**config.mk**
```make
export PLATFORM = sky130hd
export DESIGN_NAME = calc_seq_ctrl
export DESIGN_NICKNAME = d
export VERILOG_FILES = /design/src/rtl/calc_seq_ctrl.sv
export SDC_FILE = /design/constraint.sdc
export NUM_CORES = 1
export LEC_CHECK = 0
export BUFFER_PORTS_ARGS = -buffer_cell sky130_fd_sc_hd__buf_2
export CAP_MARGIN = 20
export CORE_MARGIN = 5
export CORE_UTILIZATION = 50
export CTS_BUF_LIST = sky130_fd_sc_hd__clkbuf_2
export CTS_CLUSTER_DIAMETER = 40
export DETAILED_ROUTE_END_ITERATION = 8
export PLACE_DENSITY = 0.71
export SYNTH_ARGS = -nofsm -noshare
export SYNTH_HDL_FRONTEND = slang
export SYNTH_SLANG_ARGS = --single-unit
```
**constraint.sdc**
```tcl
create_clock -name clk -period 1.9 [get_ports clk]
set_input_delay 0.095 -clock clk [delete_from_list [all_inputs] [get_ports clk]]
set_output_delay 0.095 -clock clk [all_outputs]
set_load 0.03 [all_outputs]
```
**src/rtl/calc_seq_ctrl.sv**
```systemverilog
// Sequencing controller for the a/b/c/e ratio-times-sine datapath: load, zero-divisor check,
// parallel divide + serial capture, multiply, sign latch, with timeout-guarded handshakes.
module calc_seq_ctrl #(
  parameter int SER_BITS    = 10,
  parameter int DIV_TIMEOUT = 64,
  parameter int MUL_TIMEOUT = 32
) (
  input  logic       clk,
  input  logic       rst_n,
  input  logic       start,
  input  logic       div_zero,
  input  logic       div_ok,
  input  logic       mul_ok,
  input  logic       sign_in,
  output logic       op_ld,
  output logic       div_en,
  output logic       s2p_en,
  output logic       mul_en,
  output logic       sign_q,
  output logic       busy,
  output logic       y_valid,
  output logic [1:0] err_code
);

  localparam int BIT_W  = $clog2(SER_BITS + 1);
  localparam int MAX_TO = (DIV_TIMEOUT > MUL_TIMEOUT) ? DIV_TIMEOUT : MUL_TIMEOUT;
  localparam int CYC_W  = (MAX_TO > 1) ? $clog2(MAX_TO) : 1;

  localparam logic [BIT_W-1:0] BIT_FULL = BIT_W'(SER_BITS);
  localparam logic [BIT_W-1:0] BIT_LAST = BIT_W'(SER_BITS - 1);
  localparam logic [CYC_W-1:0] DIV_LAST = CYC_W'(DIV_TIMEOUT - 1);
  localparam logic [CYC_W-1:0] MUL_LAST = CYC_W'(MUL_TIMEOUT - 1);

  localparam logic [1:0] ERR_OK      = 2'd0;
  localparam logic [1:0] ERR_DIVZERO = 2'd1;
  localparam logic [1:0] ERR_DIV_TO  = 2'd2;
  localparam logic [1:0] ERR_MUL_TO  = 2'd3;

  typedef enum logic [2:0] {
    IDLE,
    LOAD,
    CHECK,
    RUN,
    MUL,
    DONE
  } state_t;

  state_t           state;
  logic [BIT_W-1:0] bit_cnt;
  logic [CYC_W-1:0] cyc_cnt;
  logic             div_done;

  // Outputs are assigned together with the transition that enters their state, so they
  // always line up with the state register and never see an input combinationally.
  always_ff @(posedge clk or negedge rst_n) begin
    if (!rst_n) begin
      state    <= IDLE;
      bit_cnt  <= '0;
      cyc_cnt  <= '0;
      div_done <= 1'b0;
      op_ld    <= 1'b0;
      div_en   <= 1'b0;
      s2p_en   <= 1'b0;
      mul_en   <= 1'b0;
      sign_q   <= 1'b0;
      busy     <= 1'b0;
      y_valid  <= 1'b0;
      err_code <= ERR_OK;
    end else begin
      op_ld   <= 1'b0;
      y_valid <= 1'b0;
      case (state)
        IDLE: begin
          if (start) begin
            state    <= LOAD;
            op_ld    <= 1'b1;
            busy     <= 1'b1;
            err_code <= ERR_OK;
          end
        end
        LOAD: begin
          state <= CHECK;
        end
        CHECK: begin
          if (div_zero) begin
            state    <= DONE;
            err_code <= ERR_DIVZERO;
            y_valid  <= 1'b1;
          end else begin
            state    <= RUN;
            div_en   <= 1'b1;
            s2p_en   <= 1'b1;
            bit_cnt  <= '0;
            cyc_cnt  <= '0;
            div_done <= 1'b0;
          end
        end
        RUN: begin
          cyc_cnt <= cyc_cnt + 1'b1;
          if (s2p_en) begin
            bit_cnt <= bit_cnt + 1'b1;
            s2p_en  <= (bit_cnt != BIT_LAST);
          end
          if (div_ok) begin
            div_done <= 1'b1;
            div_en   <= 1'b0;
          end
          // Timeout wins over a normal exit landing on the same cycle.
          if (cyc_cnt == DIV_LAST) begin
            state    <= DONE;
            err_code <= ERR_DIV_TO;
            y_valid  <= 1'b1;
            div_en   <= 1'b0;
            s2p_en   <= 1'b0;
          end else if ((div_done || div_ok) && bit_cnt == BIT_FULL) begin
            state   <= MUL;
            mul_en  <= 1'b1;
            div_en  <= 1'b0;
            cyc_cnt <= '0;
          end
        end
        MUL: begin
          cyc_cnt <= cyc_cnt + 1'b1;
          // A product arriving on the last allowed cycle still counts as success.
          if (mul_ok) begin
            state    <= DONE;
            sign_q   <= sign_in;
            err_code <= ERR_OK;
            y_valid  <= 1'b1;
            mul_en   <= 1'b0;
          end else if (cyc_cnt == MUL_LAST) begin
            state    <= DONE;
            err_code <= ERR_MUL_TO;
            y_valid  <= 1'b1;
            mul_en   <= 1'b0;
          end
        end
        DONE: begin
          state <= IDLE;
          busy  <= 1'b0;
        end
        default: begin
          state  <= IDLE;
          busy   <= 1'b0;
          div_en <= 1'b0;
          s2p_en <= 1'b0;
          mul_en <= 1'b0;
        end
      endcase
    end
  end

endmodule
```
==> metrics.yaml <==
drv_cap: 0
viasPerCell: 6.24
post-route-period-util_pct: 93.8
period_needed_ns: 1.78
syn_nets: 162
relSlewSlack_pct: 65.6
hold_buffers: 3
antenna_cells: 0
fin_cells: 203
grt_first_pass_wirelength_mm: 5.58
max_freq_ghz: 0.561
grtUsageMet3_pct: 2.49
r2r_slack_ns: 0.12
hold_class: "primary input to register"
critical_path.endpoint_type: "register"
ys_warn_count: 0
insertion_delay_ns: 0.35
ys_seq_area_share_pct: 40.9
drt_iter0_drc: 81
gp_congestion: 0.807
vias: 1267
tightest_slew_ns: 0.516
synth_cells: 151
worst_slack_ns: 0.118
h-tree-depth: 1
io_pins: 16
crit_start: "cyc_cnt[0]"
dp_hpwl_mm: 2.31
cts_resized: 0
final_common_cell: "dfrtp_1"
setup_viol: 0
leakagePower_nw: 0.736
cts_buffer_depth: 2
met1_usage_pct: 24.3
rsz0062_at_grt: "no"
wl_per_cell_um: 15.8
dr.pass1.iters: 4
antenna_found_initial: 0
synth_seq_cells: 23
crit_end: "cyc_cnt[2]"
cts_tree: "done"
final_cell_mix: "dfrtp_1, buf_2, o21ai_0"
clock_skew_ns: 0.0157
r2r-start: "cyc_cnt[0]"
drive_gt1_share_pct: 20.9
syn_avg_cell_area_um2: 9.33
power_density_mw_per_mm2: 1510
numCtsBuffers: 3
critPathMaxFanout: 5
cp.arrival_ns: 2.04
slowest_delay_ns: 0.45
crit_type: "register to register"
ys_types: 50
synth_edf_count: 0
worstRegToRegCells: 5
numClockSinks: 23
ant_nets: 0
clk_pin_slew_ns: 0.23
ir_worst_vdd_mv: 1.27
grt_usage_pct: 17.1
crit_chain: "ha_1 -> and4_4 -> a211o_1 -> and3_1 -> a221o_1"
worstPathRequired_ns: 2.16
clock-root-buffer: "clkbuf_2"
post_cts_buffers: 0
syn-cell-area_mm2: 0.00141
slew_viol_final: 0
async_reset_ff_share_pct: 100
top_usage_layer: "met2"
chipHeight_um: 63.1
startpoint_type: "register"
grt_start_max_net_pins: 24
r2r_end: "cyc_cnt[2]"
syn_to_final_growth_pct: 12.0
core_area_mm2: 0.00273
status: "finished clean"
cp_slowest_cell: "dfrtp_1"
finalHoldViolations: 0
die_w_um: 63.1
place_inst: 196
holdWs_ns: 0.0429
dieArea_mm2: 0.00398
report.power.total_w: 0.00238
num_rows: 19
grt.overflow.total: 0
grt_pass1_vias: 1195
fillers: 241
use_met2_pct: 26.7
numPortBuffers: 15
pre_cts_slack_ns: 0.146
route.detailed.drc: 0
routed_wirelength_mm: 3.21
fin_tns_setup_ns: 0
synthFlopType: "dfrtp_1"
nNetsFinal: 184
start_util_pct: 51.5
area by class of cell:
type / instances / area [um^2] / area share (%)
Tap cell: 31 / 38.8 / 2.46
Clock buffer: 3 / 15.0 / 0.952
Sequential cell: 23 / 576 / 36.5
Multi-Input combinational cell: 112 / 759 / 48.1
Clock inverter: 1 / 5.00 / 0.317
Timing Repair Buffer: 24 / 150 / 9.52
Inverter: 9 / 33.8 / 2.14
metal layers:
layer | part of all wire (%) | wire length (um)
met2 | 45 | 1460
met3 | 4.4 | 140
met5 | 0 | 0
met1 | 49 | 1570
met4 | 1.4 | 44
cell usage after synthesis, drive strengths merged (2+ instances only):
library cell / count / area share, %
dfrtp: 23 / 41
o21ai: 16 / 6.2
nand2: 13 / 3.5
a21oi: 11 / 4.4
inv: 9 / 2.4
nor2: 9 / 2.6
buf: 4 / 2.0
ha: 4 / 3.6
nor3: 4 / 1.4
a211oi: 3 / 1.6
and3: 3 / 1.3
clkbuf: 3 / 0.80
nand2b: 3 / 1.5
nand3: 3 / 1.1
nor4: 3 / 1.3
a211o: 2 / 1.2
a22o: 2 / 1.2
a31oi: 2 / 0.89
a32oi: 2 / 1.2
mux2i: 2 / 1.4
nand3b: 2 / 1.1
nand4: 2 / 0.89
nor2b: 2 / 0.89
o211a: 2 / 1.4
o22ai: 2 / 0.89
o32a: 2 / 1.4
registers in the layout, indices dropped and copies added (netlist names), 2 cells and up:
name and cells:
bit_cnt 4, state 3, err_code 2, cyc_cnt 6
power by group:
group / leakage [nW] / switching (W) / total, W / internal [W]
Combinational: 0.434 / 0.000749 / 0.00126 / 0.000512
Clock: 0.0164 / 0.000156 / 0.000204 / 0.0000477
Sequential: 0.286 / 0.000245 / 0.000919 / 0.000675
per-stage QoR:
step | utilization (%) | area (um^2)
finish | 57.7 | 1580
global route | 57.7 | 1580
CTS | 57.7 | 1580
detailed placement | 55.9 | 1530
global placement | 55.9 | 1530
floorplan | - | 1410
worst min path at each step:
stage,cells after the start,to,startpoint
floorplan,0,bit_cnt[0],rst_n
global placement,1,bit_cnt[3],rst_n
detailed placement,1,cyc_cnt[3],rst_n
CTS,3,state[0],mul_ok
global route,3,state[0],mul_ok
finish,3,state[0],mul_ok
worst max-delay path: cells and delay by family (launching register included):
family,cells,cell delay [ns]
AO/OA/AOI/OAI,2,0.58
adder cells (fa/ha/maj),1,0.27
AND/OR/NAND/NOR,2,0.39
flip-flops,1,0.45
kinds of logic (layout without fill, tap and decap cells):
group / Yosys count / count (layout) / synth area share [%]
buf+inv: 16 / 37 / 5.24
compound gates: 54 / 54 / 27.4
fa+ha+maj: 4 / 4 / 3.55
flops: 23 / 23 / 40.9
simple gates: 51 / 51 / 20.7
mux: 3 / 3 / 2.22
Note: power is estimated with default switching activity, not from simulation.
